$ cat src/rtl/bcd_7seg_pkg.sv
// Shared constants for the BCD seven-segment display driver.
//   NIB_W         : width of one BCD digit
//   SEG_0..SEG_9  : active-low segment codes, bit order {g,f,e,d,c,b,a}
//   SEG_DASH      : shown for non-decimal nibbles 10..15
//   SEG_BLANK     : all segments off
//   slot_state_t  : phase within one digit slot (derived from the prescaler)
package bcd_7seg_pkg;

  localparam int NIB_W = 4;

  localparam logic [6:0] SEG_0     = 7'b1000000;
  localparam logic [6:0] SEG_1     = 7'b1111001;
  localparam logic [6:0] SEG_2     = 7'b0100100;
  localparam logic [6:0] SEG_3     = 7'b0110000;
  localparam logic [6:0] SEG_4     = 7'b0011001;
  localparam logic [6:0] SEG_5     = 7'b0010010;
  localparam logic [6:0] SEG_6     = 7'b0000010;
  localparam logic [6:0] SEG_7     = 7'b1111000;
  localparam logic [6:0] SEG_8     = 7'b0000000;
  localparam logic [6:0] SEG_9     = 7'b0010000;
  localparam logic [6:0] SEG_DASH  = 7'b0111111;
  localparam logic [6:0] SEG_BLANK = 7'b1111111;

  typedef enum logic {
    GUARD_S = 1'b0,
    ON_S    = 1'b1
  } slot_state_t;

endpackage

$ cat src/rtl/bcd_to_7seg.sv
// Combinational nibble-to-segment decoder.
//   nib_i : BCD nibble (10..15 produce a dash)
//   seg_o : active-low segments {g,f,e,d,c,b,a}
module bcd_to_7seg
  import bcd_7seg_pkg::*;
(
  input  logic [NIB_W-1:0] nib_i,
  output logic [6:0]       seg_o
);

  always_comb begin
    seg_o = SEG_DASH;
    case (nib_i)
      4'd0: seg_o = SEG_0;
      4'd1: seg_o = SEG_1;
      4'd2: seg_o = SEG_2;
      4'd3: seg_o = SEG_3;
      4'd4: seg_o = SEG_4;
      4'd5: seg_o = SEG_5;
      4'd6: seg_o = SEG_6;
      4'd7: seg_o = SEG_7;
      4'd8: seg_o = SEG_8;
      4'd9: seg_o = SEG_9;
      default: seg_o = SEG_DASH;
    endcase
  end

endmodule

$ cat src/rtl/bcd_7seg_driver.sv
// Multiplexed seven-segment driver for a packed BCD value.
// A value is latched on each rising edge of the converter ready level and
// scanned across DIGITS anodes, DIV cycles per digit, the first GUARD cycles
// of every slot dark to avoid ghosting.
//   clk      : clock
//   rst      : synchronous active-high reset
//   bcd_i    : packed BCD value, digit 0 in bits [3:0]
//   rdy_i    : converter ready level; rising edge marks bcd_i valid
//   lz_en_i  : 1 enables leading-zero blanking
//   seg_o    : active-low segments {g,f,e,d,c,b,a}, registered
//   an_o     : active-low anodes, at most one low, registered
//   upd_o    : one-cycle pulse after a new value has been latched
module bcd_7seg_driver
  import bcd_7seg_pkg::*;
#(
  parameter int DIGITS = 5,
  parameter int DIV    = 50000,
  parameter int GUARD  = 500
) (
  input  logic                    clk,
  input  logic                    rst,
  input  logic [NIB_W*DIGITS-1:0] bcd_i,
  input  logic                    rdy_i,
  input  logic                    lz_en_i,
  output logic [6:0]              seg_o,
  output logic [DIGITS-1:0]       an_o,
  output logic                    upd_o
);

  localparam int PRE_W = (DIV > 1) ? $clog2(DIV) : 1;
  localparam int DIG_W = (DIGITS > 1) ? $clog2(DIGITS) : 1;
  localparam logic [PRE_W-1:0] PRE_LAST = PRE_W'(DIV - 1);
  localparam logic [PRE_W-1:0] GUARD_C  = PRE_W'(GUARD);
  localparam logic [DIG_W-1:0] DIG_LAST = DIG_W'(DIGITS - 1);

  logic                    rdy_q;
  logic [NIB_W*DIGITS-1:0] val_r;
  logic [PRE_W-1:0]        pre_r;
  logic [DIG_W-1:0]        dig_r;
  logic [6:0]              pat_r;
  logic                    blk_r;
  logic [6:0]              r_seg;
  logic [DIGITS-1:0]       r_an;
  logic                    r_upd;

  logic                    w_rise;
  logic [NIB_W-1:0]        w_nib_arr [DIGITS];
  logic [DIGITS-1:0]       w_lz_blank;
  logic [NIB_W-1:0]        w_nib;
  logic [6:0]              w_dec_seg;
  logic                    w_blank;
  slot_state_t             w_state;
  logic [DIGITS-1:0]       w_an_next;
  logic [6:0]              w_seg_next;

  assign w_rise = rdy_i & ~rdy_q;

  // Digit k is a leading zero when it and every higher digit are zero.
  // Each digit looks at its own constant slice, so there is no
  // combinational chain between neighbouring bits.
  generate
    for (genvar gi = 0; gi < DIGITS; gi++) begin : g_dig
      assign w_nib_arr[gi]  = val_r[gi*NIB_W +: NIB_W];
      if (gi == 0) begin : g_lsd
        assign w_lz_blank[gi] = 1'b0;
      end else begin : g_hsd
        assign w_lz_blank[gi] = ~|val_r[NIB_W*DIGITS-1 : gi*NIB_W];
      end
    end
  endgenerate

  assign w_nib   = w_nib_arr[dig_r];
  assign w_blank = lz_en_i & w_lz_blank[dig_r];

  bcd_to_7seg u_dec (
    .nib_i (w_nib),
    .seg_o (w_dec_seg)
  );

  // Slot phase comes straight from the prescaler; only the outputs are
  // registered, which gives the one-cycle output latency.
  always_comb begin
    w_state    = (pre_r < GUARD_C) ? GUARD_S : ON_S;
    w_an_next  = '1;
    w_seg_next = SEG_BLANK;
    if (w_state == ON_S && !blk_r) begin
      w_an_next  = ~(DIGITS'(1) << dig_r);
      w_seg_next = pat_r;
    end
  end

  always_ff @(posedge clk) begin
    if (rst) begin
      rdy_q <= 1'b0;
      val_r <= '0;
      pre_r <= '0;
      dig_r <= '0;
      pat_r <= SEG_BLANK;
      blk_r <= 1'b1;
      r_seg <= SEG_BLANK;
      r_an  <= '1;
      r_upd <= 1'b0;
    end else begin
      rdy_q <= rdy_i;
      r_upd <= w_rise;
      if (w_rise) begin
        val_r <= bcd_i;
      end

      if (pre_r == PRE_LAST) begin
        pre_r <= '0;
        dig_r <= (dig_r == DIG_LAST) ? '0 : dig_r + 1'b1;
      end else begin
        pre_r <= pre_r + 1'b1;
      end

      // Pattern and blanking are frozen at slot start so a value update
      // never tears the digit currently on display.
      if (pre_r == '0) begin
        blk_r <= w_blank;
        pat_r <= w_blank ? SEG_BLANK : w_dec_seg;
      end

      r_an  <= w_an_next;
      r_seg <= w_seg_next;
    end
  end

  assign seg_o = r_seg;
  assign an_o  = r_an;
  assign upd_o = r_upd;

endmodule

$ cat config.mk
export PLATFORM = sky130hd
export DESIGN_NAME = bcd_7seg_driver
export DESIGN_NICKNAME = d
export VERILOG_FILES = /design/src/rtl/bcd_7seg_pkg.sv /design/src/rtl/bcd_to_7seg.sv /design/src/rtl/bcd_7seg_driver.sv
export SDC_FILE = /design/constraint.sdc
export NUM_CORES = 1
export LEC_CHECK = 0
export BUFFER_PORTS_ARGS = -buffer_cell sky130_fd_sc_hd__buf_2
export CAP_MARGIN = 20
export CORE_MARGIN = 2
export CORE_UTILIZATION = 35
export CTS_CLUSTER_DIAMETER = 50
export DETAILED_ROUTE_END_ITERATION = 12
export PLACE_DENSITY = 0.54
export SLEW_MARGIN = 20
export SYNTH_ARGS = -nofsm -noshare
export SYNTH_HDL_FRONTEND = slang
export SYNTH_SLANG_ARGS = --single-unit
$ cat constraint.sdc
create_clock -name clk -period 3.5 [get_ports clk]
set_input_delay 0.35 -clock clk [delete_from_list [all_inputs] [get_ports clk]]
set_output_delay 0.35 -clock clk [all_outputs]
set_load 0.02 [all_outputs]
== After elaboration in Yosys (flattened, before gate mapping) ==
Memory sizes are Yosys's and may differ from the RTL's.
Index checks and enable logic that the tools add are counted.
Cells by class
  bitwise operators: 6
  reduce and logical (&&, ||, !) cells: 13
  add/sub/neg operators: 2
  shifts and indexed selects: 1
  $lt $le $gt $ge: 3
  multiplexer cells: 8
  eq/ne operators: 2
Operator list (count)
  $add A16 B1 Y16 const B: 1
  $eq A16 B16 Y1 const B: 1
  $logic_not A16 Y1: 1
  $lt A16 B9 Y1 const B: 1
  $reduce_or A16 Y1: 1
  $bmux W4 S3: 1
  $reduce_or A12 Y1: 1
  $mux W4: 2
  $reduce_or A8 Y1: 1
  $mux W7: 1
  $logic_not A1 Y1: 5
  $not A5 Y5: 1
  $shl A1 B3 Y5 const A: 1
  $ge A4 B4 Y1 const B: 1
  $lt A3 B4 Y1 const B: 1
  $not A3 Y4: 1
  $reduce_or A2 Y1: 2
  $reduce_or A4 Y1: 1
  $add A3 B1 Y3 const B: 1
  $bmux W1 S3: 1
  $eq A3 B3 Y1 const B: 1
  $mux W3: 1
  $and A1 B1 Y1: 2
  $mux W1: 2
  other kinds (2): 3
Word-level totals
  bits in registers: 61
  ROM bits: 112
  memories kept: 1
  output and inout bits: 13
Memories
  (name not given): words 16, bits a word 7, rd ports 1, clocked after Yosys merged registers in 0, wr ports 0, RTL line bcd_to_7seg.sv:13  | case (nib_i)

== Logic depth before layout (Yosys ltp) ==
  depth in word-level cells: 6
  depth in mapped cells: 10
  gate-level depth less buffers: 8

== By module ==
Synthesis repeated with hierarchy kept, for this count alone.
Unflattened totals
  cell total of the unflattened synthesis: 319
  area total of the unflattened synthesis: 2788.9 um2
By module, submodules not included
  bcd_7seg_driver: times used 1, cells an instance 288, area each 2548.7 um2
  bcd_to_7seg: times used 1, cells an instance 31, area each 240.2 um2

== Least setup slack after synthesis ==
Ideal clock, no wire load.
  kind: register -> register
  from: register dig_r[1]
  to: register pat_r[4]
  data required time: 3.370 ns
  arrival time: 2.136 ns
  buffers on the path: 2
  setup slack: 1.234 ns
  cell stages (with the launch flop): 10
  cell sequence: dfxtp_1 buf_6 buf_2 mux2_1 a221o_1 inv_1 ha_1 nand3_1 a2111oi_0 a21oi_1
Between the ends
  word-level cells in the longest chain between the ends: 6
  elaborated cells on any way between the ends: 9
  classes of those cells: 6 x mux; 2 x bitwise; 1 x memory
RTL lines
  start, declared: RTL line bcd_7seg_driver.sv:39  | logic [DIG_W-1:0] dig_r;
  start signal, assigned: RTL line bcd_7seg_driver.sv:112  | dig_r <= (dig_r == DIG_LAST) ? '0 : dig_r + 1'b1;
  $not A3 Y4 (implied by the code): RTL line bcd_7seg_driver.sv:72  | assign w_nib = w_nib_arr[dig_r];
  $bmux W4 S3: RTL line bcd_7seg_driver.sv:72
  $mux W4 (implied by the code) (2 in series): RTL line bcd_7seg_driver.sv:72
  $mem_v2 Z16 W7
  $mux W7 (*): RTL line bcd_7seg_driver.sv:121  | pat_r <= w_blank ? SEG_BLANK : w_dec_seg;
  end signal, assigned: RTL line bcd_7seg_driver.sv:121
  end, declared: RTL line bcd_7seg_driver.sv:40  | logic [6:0] pat_r;
Every way passes the cells marked *; elsewhere a longest branch is shown, timed or not. The select of a mux whose other input is x is not followed.
A chain may end at the register's enable or synchronous reset.

== Worst setup path after layout ==
Same ends and word-level chain as after synthesis.

==> out/results.ini <==
[run_status]
status=complete, no violations

[setup_path]
slowest_delay_ps=730
critPathArrivalTime_ps=2720
crit_chain=mux2_1 > a221o_1 > inv_1 > ha_1 > nand3_1 > a2111oi_0 > a21oi_1
worst_path_max_delay_cell=dfxtp_1
worstReg2RegEnd=pat_r[4]$_SDFFE_PP1N_
r2r_start=dig_r[1]$_SDFFE_PP0P_
worst-path-buf-inv=1
critPathKind=flip-flop to flip-flop
cp_top_family=compound AO/OA/AOI/OAI gates
required_ps=3700
cp-end-kind=flip-flop
worst-path-stages=7
r2r_cells=7
cp_max_fo=17
startpoint_type=flip-flop
r2r_slack_ps=980

[grt]
grt_busiest_layer=met2
grt_max_degree=33
grt_use_met1_pct=19.2
antenna_found_initial=0
gr-usage-all-layers_pct=13.7
grtUsageMet2_pct=19.8
grt_pass1_wl_mm=9.37
first_global_vias=2055
met3_usage_pct=3.17
gr-total-overflow=0

[place]
io_buffers=36
place_area_sq_um=2990
hpwl_mm=3.95
place.gp.congestion=0.799

[power_and_ir_drop]
peakVddDrop_uv=202
powerDensity_nw_per_um2=457
p_leak_nw=1.21

[clock_network]
postCtsHoldBufs=0
root_buffer=clkbuf_8
cts_resized=0
cts_setup_buffers=0
cts.sinks=61
htreeDepth=3
clkTransAtPathRegs_ps=70
insertion_delay_ps=330
cts_buffers=9
cts.path.max_buffers=2
cts_tree=done

[synth]
ys_ff_latch=61
synth_xor_area_share_pct=4.46
yosys.area_share.simple_pct=23.8
synthMuxAreaShare_pct=4.37
syn_inst=311
avgSynthCellArea_sq_um=8.84
ys_warn_count=0
syn_area_sq_um=2750
synth_nets=347
synth_cell_types=51
synth_top_family_by_area=simple AND/OR/NAND/NOR gates
synth_adder_area_share_pct=5.46
yosysSeqAreaShare_pct=44.4
synth_compound_area_share_pct=13.5

[sta]
fin_skew_ps=10.1
rsz0062_at_grt=no
finalMaxSlewViolations=0
timing.fmax_mhz=397
worst_pin_slew_ps=715
period_needed_ps=2520
finalSetupViolations=0
fin_setup_tns_ps=0
final_hold_viol_count=0
layout_worst_path_cycle_share_pct=72.0
slew_headroom_pct=52.3

[layout]
drive_gt1_share_pct=17.5
nFillCells=799
seqCellArea_sq_um=1220
finish.net_count=380
design_area_sq_um=3170
multi_input_area_sq_um=1420
synthToLayoutAreaGrowth_pct=15.5
n_antenna_cell=0

[routing]
drcViolationCount=0
ant_nets=0
routedWlPerCell_microns=12.2
drt-vias-per-instance=4.81
drt_first_iter_violations=76
drt-pass1-iter-count=6
vias=2166
wl_mm=5.48

[floorplan]
start_util_pct=35.8
dieArea_sq_um=8580
fp-row-count=32
io_pins=37
core-area_sq_um=7690
die_y_microns=92.6
fp.dieW_microns=92.6

[flow_run]
cap_violations=0

[worst_hold_path]
whs_endpoint=val_r[3]$_SDFFE_PP0P_
whs_path_depth=3
hold_class=input pin to flip-flop
hold_start=bcd_i[3]

[cells in the final DEF, fill, tap and decap left out, types with 2 or more instances in the layout]
| cell type | n |
|---|---|
| dfxtp_1 | 61 |
| nand2_1 | 53 |
| buf_2 | 36 |
| nor2_1 | 29 |
| a21oi_1 | 26 |
| ha_1 | 12 |
| inv_1 | 11 |
| nand3_1 | 11 |
| xnor2_1 | 9 |
| clkbuf_8 | 9 |
| or2_1 | 8 |
| mux2i_1 | 6 |
| nor3_1 | 6 |
| o22a_1 | 6 |
| xor2_1 | 5 |
| nor2b_1 | 4 |
| mux2_2 | 3 |
| nand4_1 | 3 |
| or4_1 | 3 |
| nor4_1 | 3 |
| a211o_1 | 3 |
| a211oi_1 | 3 |
| clkinv_2 | 3 |
| nor4_2 | 2 |
| and3_1 | 2 |
| and2_1 | 2 |
| o21ai_0 | 2 |
[cells in the mapped netlist, drive strengths merged]
| cell | instances | area share, % |
|---|---|---|
| or4 | 3 | 0.82 |
| a21boi | 1 | 0.27 |
| clkbuf | 8 | 1.1 |
| nor4b | 2 | 0.86 |
| a211o | 3 | 0.96 |
| buf | 6 | 1.3 |
| nor4 | 5 | 1.6 |
| xor2 | 5 | 1.6 |
| a21oi | 26 | 4.7 |
| or2 | 8 | 1.8 |
| o211a | 1 | 0.36 |
| o211ai | 1 | 0.27 |
| a221o | 1 | 0.36 |
| nor4bb | 1 | 0.36 |
| a2111oi | 1 | 0.32 |
| nand2 | 53 | 7.2 |
| o31ai | 1 | 0.27 |
| a2bb2oi | 1 | 0.55 |
| a211oi | 3 | 0.82 |
| o21ai | 2 | 0.36 |
| xnor2 | 9 | 2.9 |
| nor2b | 5 | 1.1 |
| or3 | 1 | 0.23 |
| nand3 | 11 | 2.0 |
| nor2 | 29 | 4.0 |
| and2 | 2 | 0.46 |
| ha | 12 | 5.5 |
| mux2 | 5 | 2.2 |
| o22a | 6 | 1.9 |
| and3 | 2 | 0.46 |
| nor3 | 6 | 1.1 |
| a2111o | 1 | 0.41 |
| mux2i | 6 | 2.2 |
| o22ai | 1 | 0.23 |
| or2b | 1 | 0.27 |
| o2bb2ai | 1 | 0.32 |
| nor3b | 1 | 0.27 |
| and3b | 1 | 0.32 |
| inv | 12 | 1.6 |
| dfxtp | 61 | 44 |
| a221oi | 1 | 0.96 |
| nand2b | 1 | 0.23 |
| nand4 | 3 | 0.68 |
| a41o | 1 | 0.36 |
[worst max path at each step]
| stage | from | end | slack, ps |
|---|---|---|---|
| floorplan | dig_r[1]$_SDFFE_PP0P_ | pat_r[4]$_SDFFE_PP1N_ | 1230 |
| global placement | dig_r[1]$_SDFFE_PP0P_ | pat_r[4]$_SDFFE_PP1N_ | 1050 |
| detailed placement | dig_r[1]$_SDFFE_PP0P_ | pat_r[1]$_SDFFE_PP1N_ | 1010 |
| CTS | dig_r[1]$_SDFFE_PP0P_ | pat_r[4]$_SDFFE_PP1N_ | 990 |
| global route | dig_r[1]$_SDFFE_PP0P_ | pat_r[4]$_SDFFE_PP1N_ | 690 |
| finish | dig_r[1]$_SDFFE_PP0P_ | pat_r[4]$_SDFFE_PP1N_ | 980 |
[routing by layer]
layer / part of all wire (%) / wire (microns)
met1: 53 / 2890
met2: 42 / 2310
met3: 3.4 / 186
met4: 1.7 / 95
met5: 0 / 0
[state kept, by name, summed over array words and instances (netlist names)]
name and flops:
dig_r 3, upd_o 1, pre_r 16, rdy_q 1
pat_r 7, an_o 5, val_r 20, seg_o 7
blk_r 1
[area by class of cell]
class                           count  share of cell area (%)
Clock buffer                       10                    4.02
Timing Repair Buffer               36                    5.68
Multi-Input combinational cell    224                    44.7
Tap cell                          102                    4.02
Inverter                           12                    1.42
Clock inverter                      5                    1.66
Sequential cell                    61                    38.5
[kinds of logic after synthesis]
group | after synthesis
buf+inv | 26
xor+xnor | 14
mux | 11
compound gates | 52
simple gates | 135
fa+ha+maj | 12
flops | 61
[per-stage QoR]
step / setup slack (ps) / total power, W / hold slack (ps) / cells / utilization, %
after detailed placement: 1010 / 0.000882 / 429 / 435 / 38.9
after global routing: 690 / 0.00152 / 252 / 450 / 41.3
after floorplan: 1230 / 0.000844 / 406 / 311 / -
after global placement: 1050 / 0.000881 / 421 / 435 / 38.9
final: 980 / 0.00145 / 245 / 450 / 41.3
after CTS: 989 / 0.00147 / 232 / 450 / 41.3
[worst min-delay path, cell delays in order]
cell     delay [ps]
buf_2           100
nand2_1          40
a21oi_1          50
[power breakdown]
group	internal (W)	switching, W
sequential	0.000726	0.0000208
combinational	0.0000551	0.0000632
clock	0.000321	0.000263
Power figures use the tool's default switching activity.
